--- src/rtl/generation_tick_generator.sv ---
// generation_tick_generator: single-clock generation-rate timer with pause, single-step and counters
module generation_tick_generator #(
  parameter int BASE_CYCLES = 6_250_000,
  parameter int RATE_COUNT = 4,
  parameter int RATE_WIDTH = 2,
  parameter int GEN_WIDTH = 16
) (
  input  logic                  clock,
  input  logic                  reset,
  input  logic [RATE_WIDTH-1:0] rate_select,
  input  logic                  pause,
  input  logic                  step,
  output logic                  tick,
  output logic [GEN_WIDTH-1:0]  generation,
  output logic [7:0]            heartbeat
);
  localparam int PW = $clog2(BASE_CYCLES);
  typedef enum logic {RUN, PAUSED} mode_t;
  mode_t                 mode;
  logic [PW-1:0]         pre_q;
  logic [RATE_COUNT-1:0] oct_q, mask;
  logic [GEN_WIDTH-1:0]  gen_q;
  logic [7:0]            hb_q;
  logic                  step_q, tick_q, tick_d, base_strobe, run_hit, step_edge;
  int                    eff_rate;
  // rate decode, strobes and next tick; the mode follows pause directly so pausing suppresses a same-cycle hit
  always_comb begin
    mode = pause ? PAUSED : RUN;
    base_strobe = pre_q == PW'(BASE_CYCLES - 1);
    eff_rate = int'(rate_select) > RATE_COUNT - 1 ? RATE_COUNT - 1 : int'(rate_select);
    mask = RATE_COUNT'((32'd1 << eff_rate) - 32'd1);
    run_hit = base_strobe & ((oct_q & mask) == mask);
    step_edge = step & ~step_q;
    tick_d = mode == PAUSED ? step_edge : run_hit;
  end
  // prescaler, octave and heartbeat counters, step history, registered tick and generation count
  always_ff @(posedge clock) begin
    if (reset) begin
      pre_q <= '0;
      oct_q <= '0;
      hb_q <= '0;
      step_q <= 1'b1;
      tick_q <= 1'b0;
      gen_q <= '0;
    end else begin
      pre_q <= base_strobe ? '0 : pre_q + PW'(1);
      oct_q <= oct_q + RATE_COUNT'(base_strobe);
      hb_q <= hb_q + 8'(base_strobe);
      step_q <= step;
      tick_q <= tick_d;
      gen_q <= gen_q + GEN_WIDTH'(tick_q);
    end
  end
  assign tick = tick_q;
  assign generation = gen_q;
  assign heartbeat = hb_q;
endmodule

--- config.mk ---
export PLATFORM = sky130hd
export DESIGN_NAME = generation_tick_generator
export DESIGN_NICKNAME = d
export VERILOG_FILES = /design/src/rtl/generation_tick_generator.sv
export SDC_FILE = /design/constraint.sdc
export NUM_CORES = 1
export LEC_CHECK = 0
export ABC_AREA = 1
export ABC_CLOCK_PERIOD_IN_PS = 2100
export BUFFER_PORTS_ARGS = -buffer_cell sky130_fd_sc_hd__buf_2
export CORE_AREA = 8 8 93 95
export DETAILED_ROUTE_END_ITERATION = 16
export DIE_AREA = 0 0 101 103
export PLACE_DENSITY = 0.59
export SLEW_MARGIN = 20
export SYNTH_ARGS = -nofsm -noshare
export SYNTH_HDL_FRONTEND = slang
export SYNTH_SLANG_ARGS = --single-unit
--- constraint.sdc ---
create_clock -name clock -period 2.1 [get_ports clock]
set_clock_uncertainty 0.2 [all_clocks]
set_input_delay 0.21 -clock clock [delete_from_list [all_inputs] [get_ports clock]]
set_output_delay 0.21 -clock clock [all_outputs]
set_load 0.05 [all_outputs]
==> flow_summary.ini <==
[layout]
area_delta_synth_final_pct = 25.0
insertedDiodeCount = 0
fin_nets = 414
mostFrequentLayoutCell = nand2_1
post_route_cells_drive_above_1_share_pct = 22.1
final_cell_mix = nand2_1, nor2_1, dfxtp_1
stdcell_count = 501
fin_area_sq_um = 3070

[drt]
drc = 0
firstDrtPassIters = 6
via_per_inst = 4.44
postRouteAntennaNets = 0
vias = 2222
wl_per_cell_microns = 11.0
drtIter0Drc = 126
wirelength_mm = 5.50

[critical_path]
crit_arrival_ns = 1.97
startpoint_type = flop
crit_required_ns = 2.10
cp_num_buf_inv = 3
critical-path-max-stage-delay_ns = 0.36
path_cells = ha_4 -> nand3_4 -> inv_2 -> nand2_1 -> nor2_2 -> nand2_2 -> inv_2 -> ha_4 -> nand3_2 -> nor2_4 -> buf_4 -> xor2_1 -> nor2_1
worstSetupEndpoint = heartbeat[5]
rr_endpoint = heartbeat[5]
critPathLaunch = pre_q[1]
r2r-start = pre_q[1]
slowest_stage = dfxtp_2
critPathTopFamily = simple AND/OR/NAND/NOR gates
path_class = reg -> reg
worst-path-stages = 13
worst-r2r-cell-count = 13
crit_fanout = 3
rrSetupSlack_ns = 0.13
endpoint_kind = flop

[placement]
pre_cts_ws_ns = 0.0352
post_dp_cell_area_sq_um = 2840
dp.cells = 488
port_buffers = 30
place_hpwl_mm = 4.11
routabilityCongestion = 0.832

[floorplan]
die_w_microns = 101
row_count = 31
initial_core_util_pct = 34.4
dieArea_sq_um = 10400
die_y_microns = 103
pin_count = 31
core_area_sq_um = 7140

[synth]
synth.ff_latch_count = 52
synth_cells = 348
yosysWarnings = 0
mappedNetlistNets = 361
syn_avg_cell_area_sq_um = 7.06
ys_seq_area_share_pct = 42.4
syn_area_sq_um = 2460
synth_cell_types = 28

[cts]
clock_latency_ns = 0.30
clockRootBuffer = clkbuf_8
cts_tree = yes
clk_pin_slew_ns = 0.10
numCtsBuffers = 5
clockBufferDepth = 2
htree_num_levels = 2
cts.sinks = 52

[global_route]
grtUsageMet2_pct = 19.4
grtUsageTotal_pct = 11.3
grt_start_max_net_pins = 23
grtUsageMet1_pct = 13.6
grt.busiest_layer = met2
gr-total-overflow = 0
grt_first_pass_wirelength_mm = 9.58
antenna_found_initial = 0
global_route.usage.met3_pct = 2.36
first_global_vias = 2117

[timing]
period_needed_ns = 1.97
rsz0062_at_grt = yes
timing.slew.headroom_pct = 68.3
timing.final.max_slew_violations = 0
finalSetupViolations = 0
hold_viol = 0
worst_pin_slew_ns = 0.475
fin_ws_ns = 0.130
max_freq_mhz = 508
fin_crit_sh_pct = 93.8

[hold_path]
hold_depth = 2
hp-class = in -> reg

[power_and_ir_drop]
finalPower_mw = 1.76
pwr-share-comb_pct = 3.7
pwr_density_cell_nw_per_um2 = 571
swShare_pct = 21.9
ir_drop_mv = 0.403
p_clk_share_pct = 39.5
power.internal_mw = 1.37
seq_power_share_pct = 56.8
leakagePower_nw = 1.18
power_switching_mw = 0.384

[job]
drv_cap = 0

[run_status]
status = completed
[logic make-up (layout without fill, tap and decap cells)]
| kind of cell | Yosys count | in the layout | share of synthesized area, % |
|---|---|---|---|
| buf+inv | 46 | 100 | 7.69 |
| xor+xnor | 15 | 15 | 5.35 |
| flops | 52 | 52 | 42.4 |
| fa+ha+maj | 7 | 7 | 3.56 |
| simple gates | 194 | 194 | 33.6 |
| compound gates | 34 | 34 | 7.48 |
[registers in the layout, summed over array words and instances, names as in the netlist]
signal      count
oct_q           3
step_q          1
tick            1
heartbeat       8
generation     16
pre_q          23
[how the worst min path moves through the flow]
stage	from	end	slack, ns
2_1_floorplan	step	step_q	0.12
6_report	reset	heartbeat[5]	0.08
3_3_place_gp	step	step_q	0.22
3_5_place_dp	step	step_q	0.22
4_1_cts	reset	generation[6]	0.08
5_1_grt	reset	heartbeat[5]	0.08
[cell usage after synthesis]
master,number,share of area (%)
o21bai_1,1,0.31
xor2_1,9,3.2
or2_2,1,0.25
nor2_4,1,0.46
clkbuf_1,1,0.15
a21oi_2,1,0.36
nand2_2,1,0.25
nand2_4,1,0.46
buf_1,1,0.15
inv_2,1,0.15
a21oi_1,19,3.9
nand3_2,3,1.2
inv_1,40,6.1
nor2_1,77,12
nand3b_1,2,0.61
nand4_1,4,1.0
nor3_1,5,1.0
nor2_2,3,0.76
o21a_1,3,0.92
or2_0,1,0.25
buf_2,1,0.20
nand3_1,19,3.9
nand2_1,76,12
dfxtp_1,52,42
ha_1,7,3.6
xnor2_1,6,2.1
o21ai_0,10,2.0
buf_6,2,0.92
[final cells by class]
type                            count  area (sq um)
Multi-Input combinational cell    250          1320
Sequential cell                    52          1050
Clock inverter                      3          42.5
Inverter                           41           154
Fill cell                         754          4070
Clock buffer                        5          68.8
Tap cell                           99           124
Timing Repair Buffer               51           313
[metal layers]
layer	vias up	share of wire, %
li1	1192	-
met1	1001	49
met2	22	47
met3	7	2.4
met4	0	1.6
met5	-	0
[repair_timing]
| item | in CTS | in global routing |
|---|---|---|
| gates resized for setup | 0 | 24 |
| hold buffers | 2 | 0 |
| hold endpoints to repair | 2 | 0 |
| setup endpoints to repair | 0 | 6 |
| buffers inserted | 0 | 3 |
[metrics by stage]
step / TNS, ns / utilization [%] / hold slack (ns)
after global placement: 0 / 39.8 / 0.219
final: 0 / 43.0 / 0.0756
after global routing: -0.0249 / 43.0 / 0.0839
after floorplan: 0 / - / 0.117
after detailed placement: 0 / 39.8 / 0.221
after CTS: 0 / 41.6 / 0.0755
[power groups by stage]
stage                     Combinational [mW]  Sequential (mW)  Clock (mW)
after floorplan                       0.0379             1.03           0
after global placement                0.0613             1.02           0
after detailed placement              0.0619             1.02           0
after CTS                             0.0652            0.998       0.715
after global routing                  0.0751            0.998       0.752
final                                 0.0648            0.997       0.693
(Power assumes the default switching activity.)
